[src/rtl/mem_port_arbiter_pkg.sv]
// Shared encodings and widths for the unified-memory port arbiter.
package mem_port_arbiter_pkg;
  localparam int DEF_WORD_SIZE = 32;
  localparam int DEF_ADDR_SIZE = 32;
  localparam int TO_W          = 8;   // holds TIMEOUT up to 255
  localparam int STARVE_W      = 4;   // holds MAX_STARVE up to 15

  typedef enum logic [1:0] {
    ARB_IDLE   = 2'd0,
    ARB_BUSY_I = 2'd1,
    ARB_BUSY_D = 2'd2,
    ARB_RESP   = 2'd3
  } arb_state_e;

  function automatic logic is_busy(arb_state_e s);
    return (s == ARB_BUSY_I) || (s == ARB_BUSY_D);
  endfunction
endpackage

[src/rtl/mem_port_arbiter_timeout_cnt.sv]
// Loadable up-counter; term flags the increment that brings the count to LIMIT.
module arb_timeout_cnt #(
  parameter int W     = 8,
  parameter int LIMIT = 64
) (
  input  logic         clk,
  input  logic         rst_n,
  input  logic         ld,
  input  logic [W-1:0] ld_val,
  input  logic         inc,
  output logic         term
);
  logic [W-1:0] cnt;

  assign term = inc && (cnt == W'(LIMIT - 1));

  always_ff @(posedge clk or negedge rst_n) begin
    if (!rst_n)   cnt <= '0;
    else if (ld)  cnt <= ld_val;
    else if (inc) cnt <= cnt + 1'b1;
  end
endmodule

[src/rtl/mem_port_arbiter.sv]
// Arbitrates fetch and data ports onto one single-port memory: data first,
// fetch guaranteed after MAX_STARVE data grants, per-access timeout, halt drain.
module mem_port_arbiter
  import mem_port_arbiter_pkg::*;
#(
  parameter int WORD_SIZE  = DEF_WORD_SIZE,
  parameter int ADDR_SIZE  = DEF_ADDR_SIZE,
  parameter int MAX_STARVE = 4,
  parameter int TIMEOUT    = 64
) (
  input  logic                 clk,
  input  logic                 rst_n,
  input  logic                 if_req,
  input  logic [ADDR_SIZE-1:0] if_addr,
  output logic [WORD_SIZE-1:0] if_rdata,
  output logic                 if_ack,
  output logic                 if_err,
  input  logic                 d_req,
  input  logic                 d_we,
  input  logic [ADDR_SIZE-1:0] d_addr,
  input  logic [WORD_SIZE-1:0] d_wdata,
  output logic [WORD_SIZE-1:0] d_rdata,
  output logic                 d_ack,
  output logic                 d_err,
  output logic                 mem_req,
  output logic                 mem_we,
  output logic [ADDR_SIZE-1:0] mem_addr,
  output logic [WORD_SIZE-1:0] mem_wdata,
  input  logic [WORD_SIZE-1:0] mem_rdata,
  input  logic                 mem_ack,
  input  logic                 halt_req,
  output logic                 drained
);
  arb_state_e          state, state_nx;
  logic [STARVE_W-1:0] starve_cnt;
  logic                grant_i, grant_d, fin_ack, fin_to;
  logic                to_inc, to_term, starved;

  assign to_inc  = is_busy(state) && !mem_ack;
  assign starved = (starve_cnt == STARVE_W'(MAX_STARVE));
  assign drained = halt_req && (state == ARB_IDLE) && !(if_ack || if_err || d_ack || d_err);

  arb_timeout_cnt #(.W(TO_W), .LIMIT(TIMEOUT)) u_to (
    .clk    (clk),
    .rst_n  (rst_n),
    .ld     (grant_i || grant_d),
    .ld_val ('0),
    .inc    (to_inc),
    .term   (to_term)
  );

  always_ff @(posedge clk or negedge rst_n) begin
    if (!rst_n) state <= ARB_IDLE;
    else        state <= state_nx;
  end

  always_comb begin
    state_nx = state;
    grant_i  = 1'b0;
    grant_d  = 1'b0;
    fin_ack  = 1'b0;
    fin_to   = 1'b0;
    unique case (state)
      ARB_IDLE: if (!halt_req) begin
        if (d_req && !(if_req && starved)) begin
          grant_d  = 1'b1;
          state_nx = ARB_BUSY_D;
        end else if (if_req) begin
          grant_i  = 1'b1;
          state_nx = ARB_BUSY_I;
        end
      end
      ARB_BUSY_I, ARB_BUSY_D: begin
        // an ack on the terminal cycle still completes normally
        if (mem_ack) begin
          fin_ack  = 1'b1;
          state_nx = ARB_RESP;
        end else if (to_term) begin
          fin_to   = 1'b1;
          state_nx = ARB_RESP;
        end
      end
      ARB_RESP: state_nx = ARB_IDLE;
      default:  state_nx = ARB_IDLE;
    endcase
  end

  always_ff @(posedge clk or negedge rst_n) begin
    if (!rst_n) begin
      starve_cnt <= '0;
    end else if (grant_i) begin
      starve_cnt <= '0;
    end else if (grant_d && if_req && !starved) begin
      starve_cnt <= starve_cnt + 1'b1;
    end
  end

  always_ff @(posedge clk or negedge rst_n) begin
    if (!rst_n) begin
      mem_req   <= 1'b0;
      mem_we    <= 1'b0;
      mem_addr  <= '0;
      mem_wdata <= '0;
      if_rdata  <= '0;
      d_rdata   <= '0;
      if_ack    <= 1'b0;
      if_err    <= 1'b0;
      d_ack     <= 1'b0;
      d_err     <= 1'b0;
    end else begin
      if_ack <= 1'b0;
      if_err <= 1'b0;
      d_ack  <= 1'b0;
      d_err  <= 1'b0;
      if (grant_d) begin
        mem_req   <= 1'b1;
        mem_we    <= d_we;
        mem_addr  <= d_addr;
        mem_wdata <= d_wdata;
      end else if (grant_i) begin
        mem_req  <= 1'b1;
        mem_we   <= 1'b0;
        mem_addr <= if_addr;
      end
      if (fin_ack || fin_to) mem_req <= 1'b0;
      if (fin_ack) begin
        if (state == ARB_BUSY_I) begin
          if_ack   <= 1'b1;
          if_rdata <= mem_rdata;
        end else begin
          d_ack <= 1'b1;
          if (!mem_we) d_rdata <= mem_rdata;
        end
      end
      if (fin_to) begin
        if (state == ARB_BUSY_I) if_err <= 1'b1;
        else                     d_err  <= 1'b1;
      end
    end
  end
endmodule

[config.mk]
export PLATFORM = sky130hd
export DESIGN_NAME = mem_port_arbiter
export DESIGN_NICKNAME = d
export VERILOG_FILES = /design/src/rtl/mem_port_arbiter_pkg.sv /design/src/rtl/mem_port_arbiter_timeout_cnt.sv /design/src/rtl/mem_port_arbiter.sv
export SDC_FILE = /design/constraint.sdc
export NUM_CORES = 1
export LEC_CHECK = 0
export ABC_AREA = 1
export CORE_UTILIZATION = 42
export CTS_CLUSTER_DIAMETER = 30
export DETAILED_ROUTE_END_ITERATION = 10
export HOLD_SLACK_MARGIN = 0.05
export PLACE_DENSITY = 0.8
export SETUP_SLACK_MARGIN = 0.1
export SLEW_MARGIN = 0
export SYNTH_ARGS = -nofsm -noshare
export SYNTH_HDL_FRONTEND = slang
export SYNTH_SLANG_ARGS = --single-unit
[constraint.sdc]
create_clock -name clk -period 2.3 [get_ports clk]
set_clock_uncertainty 0.15 [all_clocks]
set_input_delay 0.46 -clock clk [delete_from_list [all_inputs] [get_ports clk]]
set_output_delay 0.46 -clock clk [all_outputs]
set_load 0.005 [all_outputs]
==> results.txt, run 1 <==
The number of CTS-inserted buffers came out at 17. The arrival time of the worst setup path is about 1.5 ns. The post-route cell area came out at 9880 µm².

The final max-slew violation count was 0. For the pin with the worst max-slew slack, the measured transition is between 0.4 and 0.5 ns. The number of standard cells after synthesis is around 720.

The number of DRC markers in iteration 0 came out at between 200 and 300. The worst setup path is of the flip-flop to output pin kind. The number of hold violations in the final report came out at 0. The stage delay of the slowest cell on the critical path is ~0.4 ns. The final routed wirelength across all metal layers came out at around 17 mm. The wire length per cell after detailed routing is between 10 and 15 µm. The number of nets with antenna violations after detailed routing is 0. Summing the areas of all and, or, nand and nor instances in the mapped netlist gives 19.7% of the synthesized area.

Entering global routing, the biggest net connects 65 pins. The library cells used most frequently in the layout, excluding fill and tap cells, are 267 x sky130_fd_sc_hd__clkdlybuf4s50_1, 244 x sky130_fd_sc_hd__nand2_1, 148 x sky130_fd_sc_hd__dfrtp_1. The tool flagged a number of max-cap violations equal to 0. After synthesis, the mean cell area works out to roughly 8.7 µm². The core occupancy in the finished layout is slightly below 70%. The type of element launching the critical path is a flip-flop.

The routability congestion estimate came out at 0.814. The first-pass GRT wire length came out at 26.9 mm. Walking the worst path, the cells encountered are inv_2 -> ha_4 -> nand2_2 -> inv_2 -> nand2_2 -> nor3_4 -> buf_2. The xor and xnor fraction of the mapped netlist area is 0.421%. The netlist area before placement is 6240 µm².

The post-detailed-placement half-perimeter wirelength came out at ~12 mm. The first element of the critical path is state[1]. For this run, design rule violations remaining after detail routing come to 0. The maximum fanout encountered on the critical timing path is 2. The via count of the first global-routing pass came out at approximately 5500. The fraction of final layout cells sized beyond drive strength 1 is 7.87%. After layout, the minimum clock period comes to 2.10 ns. CTS placed an instance of sky130_fd_sc_hd__clkbuf_16 at the clock tree root. The worst hold path begins at mem_addr[5]. Setup violations remaining at the end of the flow were counted as 0. The CTS clock-pin slew for the worst setup and hold paths came out at 0.06 ns. The number of buffers on the longest clock path is 2. The non-filler instance count after layout is about 1200. The area of the multi-input gates is between 2000 and 2500 µm².

The number of flip-flops and latches in the synthesized netlist is between 100 and 150. The final-stage net count is around 1100. The overall power consumption is between 10 and 15 mW. The instance area after placement came out at between 9000 and 10000 µm². The die covers 15300 µm². The mux contribution to synthesized area is 0%. Summing all flip-flop and latch instances after layout gives about 3700 µm². The category of the worst setup path capture point is an output pin. The total negative slack for setup checks is 0 ns.

Summing the areas of all fa, ha and maj instances in the mapped netlist gives 1.20% of the synthesized area. The global-route usage over all layers is between 20% and 30%. For this design the ratio of total power to cell area is ~1200 nW/µm².

The final antenna diode count is 0. The critical path buffer and inverter count came out at 3. The final-layout fill cell count is around 1200. The clock drives around 150 sinks. The iteration count of the initial detailed-routing pass is 5. The largest individual stage delay along the critical path comes from the cell sky130_fd_sc_hd__dfrtp_1.

The fmax is between 400 and 500 MHz. The maximum vdd drop came out at just under 0.7 mV. The cell family contributing the most delay on the critical path is flip-flops. The fraction of the mapped netlist area in compound gates is a little over a tenth. The post-placement cell count came out at around 1200. The remaining global-route overflow is 0. The reg-to-reg critical path startpoint is state[1]. The initial antenna violation count was 0. The number of warnings issued by yosys is 0.

The effective utilization at floorplan is between 40% and 50%. The chip width is around 120 µm. The area growth from synthesis to layout is 58.4%.

The leakage component of the power is 4.89 nW. The depth of the CTS H-tree is 4. The worst slew slack as a fraction of its limit came out at a little over two thirds. After floorplanning, the core was divided into 44 placement rows.

In this run the worst hold path is classified as flip-flop to flip-flop. Input and output buffers added on the ports amount to between 200 and 300. The flow ran to the end, and the final reports show no timing, DRC or antenna violations.

The clock latency at the later pin of the worst-skew pair came out at approximately 0.41 ns. Counting every net in the synthesized netlist gives around 860. TritonCTS built the clock tree. The library cell used most frequently in the layout, excluding fill and tap cells, is sky130_fd_sc_hd__clkdlybuf4s50_1. The area of the core is ~15000 µm². The main combinational cell family by area after synthesis is simple AND/OR/NAND/NOR gates. The fraction of the yosys area taken by sequential cells came out at 59.4%.

Dividing the detail-routed via count by the number of cells gives around 4.7. From bottom edge to top edge, the die measures approximately 120 µm. The count of pins on the block boundary came out at 270.

The count of cell types in the netlist came out at 27. Setup repair after global routing left no endpoint under its margin. The via count came out at about 5600. The worst endpoint required time is between 1.5 and 2 ns.

The fraction of the cycle the final worst path needs came out at between 90% and 100%.
==> cells by family after synthesis <==
| family | Yosys count |
|---|---|
| buffers and inverters | 126 |
| AO/OA/AOI/OAI | 133 |
| flip-flops | 148 |
| XOR/XNOR | 3 |
| AND/OR/NAND/NOR | 302 |
| adder cells (fa/ha/maj) | 6 |
==> power breakdown <==
| group | internal [mW] | leakage (nW) | switching [mW] |
|---|---|---|---|
| registers | 3.76 | 1.85 | 0.655 |
| clock network | 1.41 | 0.267 | 1.15 |
| logic | 2.91 | 2.77 | 2.12 |
==> cells in the mapped netlist <==
cell type	count	share of area, %
sky130_fd_sc_hd__xnor2_1	2	0.28
sky130_fd_sc_hd__nand2_4	1	0.18
sky130_fd_sc_hd__xor2_1	1	0.14
sky130_fd_sc_hd__nand3_4	1	0.28
sky130_fd_sc_hd__ha_1	6	1.2
sky130_fd_sc_hd__buf_6	5	0.90
sky130_fd_sc_hd__buf_4	3	0.36
sky130_fd_sc_hd__nand2_2	1	0.10
sky130_fd_sc_hd__nand4_1	1	0.10
sky130_fd_sc_hd__clkbuf_1	14	0.84
sky130_fd_sc_hd__inv_1	90	5.4
sky130_fd_sc_hd__dfrtp_1	148	59
sky130_fd_sc_hd__nor2_8	1	0.32
sky130_fd_sc_hd__nor2_1	19	1.1
sky130_fd_sc_hd__nand3_1	27	2.2
sky130_fd_sc_hd__nand4_2	1	0.20
sky130_fd_sc_hd__nor3b_1	1	0.12
sky130_fd_sc_hd__buf_2	9	0.72
sky130_fd_sc_hd__nand2_1	246	15
sky130_fd_sc_hd__a21oi_1	3	0.24
sky130_fd_sc_hd__o21ai_0	97	7.8
sky130_fd_sc_hd__inv_4	1	0.10
sky130_fd_sc_hd__or2_2	1	0.10
sky130_fd_sc_hd__inv_2	4	0.24
sky130_fd_sc_hd__o211ai_1	1	0.12
sky130_fd_sc_hd__nor3_1	2	0.16
sky130_fd_sc_hd__o21ai_1	32	2.6
==> through the flow <==
| stage | setup WS (ns) | hold WS [ns] |
|---|---|---|
| after CTS | 0.120 | 0.332 |
| final | 0.200 | 0.327 |
| after detailed placement | -0.270 | 0.227 |
| after global placement | -0.293 | 0.220 |
| after global routing | 0.119 | 0.347 |
| after floorplan | 0.664 | 0.0144 |
==> sequential cells by signal, indices dropped and copies added, names as in the netlist <==
name        cells
if_rdata       32
d_rdata        32
mem_addr       32
if_ack          1
starve_cnt      4
u_to.cnt        8
if_err          1
mem_wdata      32
state           2
mem_req         1
d_ack           1
mem_we          1
d_err           1
==> final timing paths <==
path                                 endpoint  slack, ns  cells past startpoint
worst max-delay path                  drained       0.20                      7
worst min-delay path              mem_addr[5]       0.33                      2
worst max register to register  mem_wdata[21]       0.43                     10
worst min register to register    mem_addr[5]       0.33                      2
max in group asynchronous        mem_wdata[8]       0.97                      3
min in group asynchronous          d_rdata[5]       0.36                      2
==> layer usage <==
metal  part of all wire (%)  vias up  routed length (µm)  global-route usage [%]
met2                     50      160                8490                    38.5
met4                    3.3        0                 564                    10.1
met1                     41     2593                6900                    27.0
li1                       -     2797                   -                       -
met3                    6.1       42                1030                    7.14
met5                      0        -                   0                       0
==> worst reg2reg max path: cells and delay by family, from the launching register on <==
family          cells  cell delay (ns)
fa+ha+maj           1             0.14
compound gates      1             0.06
simple gates        3             0.33
buf+inv             5             0.68
flops               1             0.40
==> area by class of cell <==
cell class,instances,share of cell area [%]
well taps,184,2.33
flip-flops and latches,148,37.5
multi-input cells,444,20.5
repair buffers,298,30.5
inverters,95,3.64
clock buffers,17,4.31
clock inverters,15,1.25
==> timing repair <==
| item | in CTS | in global routing |
|---|---|---|
| setup endpoints to repair | 1 | 1 |
| hold buffers | 1 | 0 |
| pin swaps | 2 | 1 |
| gates resized for setup | 13 | 0 |
| setup buffers | 4 | 1 |
| endpoints found under the hold margin | 30 | 0 |
(Power assumes the default switching activity.)
==> inputs of run 2 (changes only) <==
==> constraint.sdc (replaced) <==
create_clock -name clk -period 2 [get_ports clk]
set_clock_uncertainty 0.15 [all_clocks]
set_input_delay 0.4 -clock clk [delete_from_list [all_inputs] [get_ports clk]]
set_output_delay 0.4 -clock clk [all_outputs]
set_load 0.005 [all_outputs]
==> run 2 against run 1 <==
Against the previous run: the run now ends with setup timing left; via count is 2.6% higher; design area is 5.2% higher; global-route usage is 0.15 points lower; register-to-register slack lost 0.43 ns; cell count rose by 1.5%; utilization is 3.6 points higher; critical endpoint unchanged; non-clock buffer count rose by 18.
==> results.txt, run 2 (synthesized netlist as in run 1, its figures left out) <==
The count of pins on the block boundary came out at 270 (unchanged). The maximum fanout encountered on the critical timing path is 2 (unchanged). In the finished design, the share of the clock period the worst path needs comes to 102%. The most common library cell in the layout ignoring fill and taps is sky130_fd_sc_hd__clkdlybuf4s50_1 (unchanged). The checks that failed: setup timing. The worst endpoint required time came out at 1.45 ns (was 1.69 ns). The effective utilization at floorplan is 42.9% (unchanged). The total of endpoints with negative setup slack in the final report was 1 (was 0). The remaining global-route overflow is 0 (unchanged). The number of remaining DRC errors came out at 0 (unchanged).

The switching share of power is 32.5% (was 32.7%). The worst slew slack as a fraction of its limit is 67.4% (was 70.5%). The arrival time of the worst setup path is 1.49 ns (about the same).

The sequential cell area in the final layout is 3700 µm² (unchanged). The number of nets with antenna violations after detailed routing is 0 (unchanged). The number of hold violations in the final report is 0 (unchanged). The die extent in y is 124 µm (unchanged).

The count of buffers inserted at the top-level ports came out at 269 (unchanged). The stage delay of the slowest cell on the critical path is 0.39 ns (was 0.40 ns). By instance count, the cell type seen most on the critical path is sky130_fd_sc_hd__inv_2. The fraction of final layout cells sized beyond drive strength 1 was 12.3% (was 7.87%). The final-layout fill cell count is 1105 (was 1150). The number of CTS-inserted buffers was 17 (unchanged).

Outcome: complete, but fails checks (was completed). The startpoint-to-endpoint class of the critical path is flip-flop to output pin (unchanged). The chip width came out at 124 µm (unchanged). The maximum number of pins on one net before global-route repair came out at 65 (unchanged).

The number of sinks driven by the clock tree came out at 148 (unchanged). The average vias per placed instance is 4.71 (was 4.66). The wire length per cell after detailed routing is 15.1 µm (was 14.1 µm). The area of the multi-input gates is 2140 µm² (was 2030 µm²). The type of element launching the critical path is a flip-flop (unchanged). Timing would allow up to between 400 and 500 MHz. The via count of the first global-routing pass came out at 5392 (was 5533). The worst hold slack was 0.324 ns (was 0.327 ns).

The CTS clock-pin slew for the worst setup and hold paths is 0.06 ns (about the same). The post-detailed-placement half-perimeter wirelength came out at 12.4 mm (was 12.2 mm). The final-stage net count came to 1163 (was 1145).

The leakage component of the power is 5.21 nW (was 4.89 nW). The internal portion of total power was 9.70 mW (was 8.08 mW). The final max-slew violation count came out at 0 (unchanged). CP cell instances: inv_2 -> ha_4 -> nand2_4 -> inv_2 -> nand2_2 -> nor3_4 -> buf_2 (was inv_2 -> ha_4 -> nand2_2 -> inv_2 -> nand2_2 -> nor3_4 -> buf_2).

The CTS tree was done (unchanged). The initial antenna violation count came out at 0 (unchanged). The number of placement rows is 44 (unchanged).

The worst path in the final design needs a cycle of ~2.0 ns, including I/O delays and setup. The slowest library cell on the worst path is sky130_fd_sc_hd__dfrtp_1 (unchanged). The combinational share of power came out at 43.5% (was 41.9%). The transition time at the pin with the least slew margin is 0.489 ns (was 0.439 ns). The maximum vdd drop is 0.870 mV (was 0.693 mV). The non-filler instance count after layout is 1219 (was 1201). The via count is 5736 (was 5592). The power share of the clock group came out at 20.8% (was 21.3%). The depth of the CTS H-tree came out at 4 (unchanged). The final antenna diode count is 0 (unchanged). Unrepaired setup endpoints after global routing: yes (was no). The number of DRC markers in iteration 0 is 389 (was 280).

The number of buffers on the longest clock path is 2 (unchanged). The post-placement cell count came out at 1173 (was 1163). The slack of the critical path is -0.0430 ns (was 0.200 ns). The layout-stage area growth over the synthesis result was 66.7% (was 58.4%). The path type of the worst min-delay path is flip-flop to flip-flop (unchanged). The iteration count of the initial detailed-routing pass came out at 6 (was 5). The sequential share of power came out at 35.7% (was 36.8%).

The clock latency at the later pin of the worst-skew pair is 0.41 ns (about the same). The category of the worst setup path capture point is an output pin (unchanged). The routability congestion estimate is 0.857 (was 0.814).

The global-route usage over all layers is 22.8% (was 23.0%). The die area came out at 15300 µm² (unchanged). The net load switching power came out at 4.67 mW (was 3.93 mW). The final routed wirelength across all metal layers came out at 18.4 mm (was 17.0 mm). The first-pass GRT wire length came out at 26.5 mm (was 26.9 mm). The areal power density over the cells came out at 1380 nW/µm² (was 1220 nW/µm²). The max-capacitance violation count came out at 0 (unchanged).

The area of the core is 14500 µm² (unchanged). Commonest cells after routing, fill and taps aside: 255 x sky130_fd_sc_hd__clkdlybuf4s50_1, 228 x sky130_fd_sc_hd__nand2_1, 148 x sky130_fd_sc_hd__dfrtp_1 (was 267 x sky130_fd_sc_hd__clkdlybuf4s50_1, 244 x sky130_fd_sc_hd__nand2_1, 148 x sky130_fd_sc_hd__dfrtp_1). The cell chosen for the clock root was sky130_fd_sc_hd__clkbuf_16 (unchanged).
## run 2: cell types whose count changed in the layout (fill, tap and decap cells not counted), sizes merged, moves of 2 or more
cell	before	now
clkbuf	17	29
clkdlybuf4s50	267	255
buf	30	41
dlymetal6s2s	0	10
clkinv	7	3
inv	101	97
clkinvlp	2	4
dlygate4sd2	0	2
## run 2: layer usage
| metal | wire [µm] | global-route usage [%] | vias up | part of all wire, % |
|---|---|---|---|---|
| met5 | 0 | 0 | - | 0 |
| met4 | 442 | 8.58 | 0 | 2.4 |
| met3 | 1050 | 7.10 | 28 | 5.7 |
| met2 | 9330 | 38.9 | 180 | 51 |
| met1 | 7580 | 26.9 | 2688 | 41 |
| li1 | - | - | 2840 | - |
## run 2: area by class of cell
cell class	count	area share, %
flip-flops and latches	148	35.6
repair buffers	316	32.7
clock inverters	10	0.963
multi-input cells	444	20.6
inverters	95	3.50
clock buffers	22	4.37
well taps	184	2.21
## run 2: metrics by stage
step                      TNS (ns)  setup WS, ns  cell area (µm²)  total power, mW  util, %
final                      -0.0430       -0.0430            10400             14.4     71.5
after global routing         -2.36        -0.109            10400             15.3     71.5
after CTS                  -0.0921       -0.0921             9970             14.0     68.6
after floorplan                  0         0.364             6240             7.18        -
after global placement      -0.713        -0.477             9380             10.7     64.5
after detailed placement     -1.09        -0.465             9380             10.9     64.5
## run 2: path summary, 6_finish.rpt
path | from | to | slack (ns) | cells past startpoint
setup / recovery | state[0] | drained | -0.04 | 7
hold / removal | mem_addr[12] | mem_addr[12] | 0.32 | 2
setup reg to reg | state[0] | mem_addr[23] | 0 | 12
hold reg to reg | mem_addr[12] | mem_addr[12] | 0.32 | 2
max in group asynchronous | rst_n | mem_addr[2] | 0.77 | 3
min in group asynchronous | rst_n | d_rdata[5] | 0.36 | 2
## run 2: timing repair
item,in CTS,in global routing
hold buffers,1,0
setup endpoints to repair,1,18
gates resized for setup,16,74
pin swaps,2,12
cloned,0,7
setup buffers,0,6
endpoints found under the hold margin,45,0
## run 2: power by group through the flow
stage                     Sequential [mW]  Clock [mW]  Combinational (mW)
after CTS                            5.10        3.03                5.89
after detailed placement             5.08           0                5.80
after global routing                 5.28        3.16                6.90
after floorplan                      5.15           0                2.03
after global placement               5.05           0                5.66
final                                5.13        2.99                6.25
## run 2: critical path, delay by kind of cell, from the launching register on
family        cells  cell delay (ns)
flops             1             0.39
buf+inv           3             0.28
simple gates      3             0.25
fa+ha+maj         1             0.14
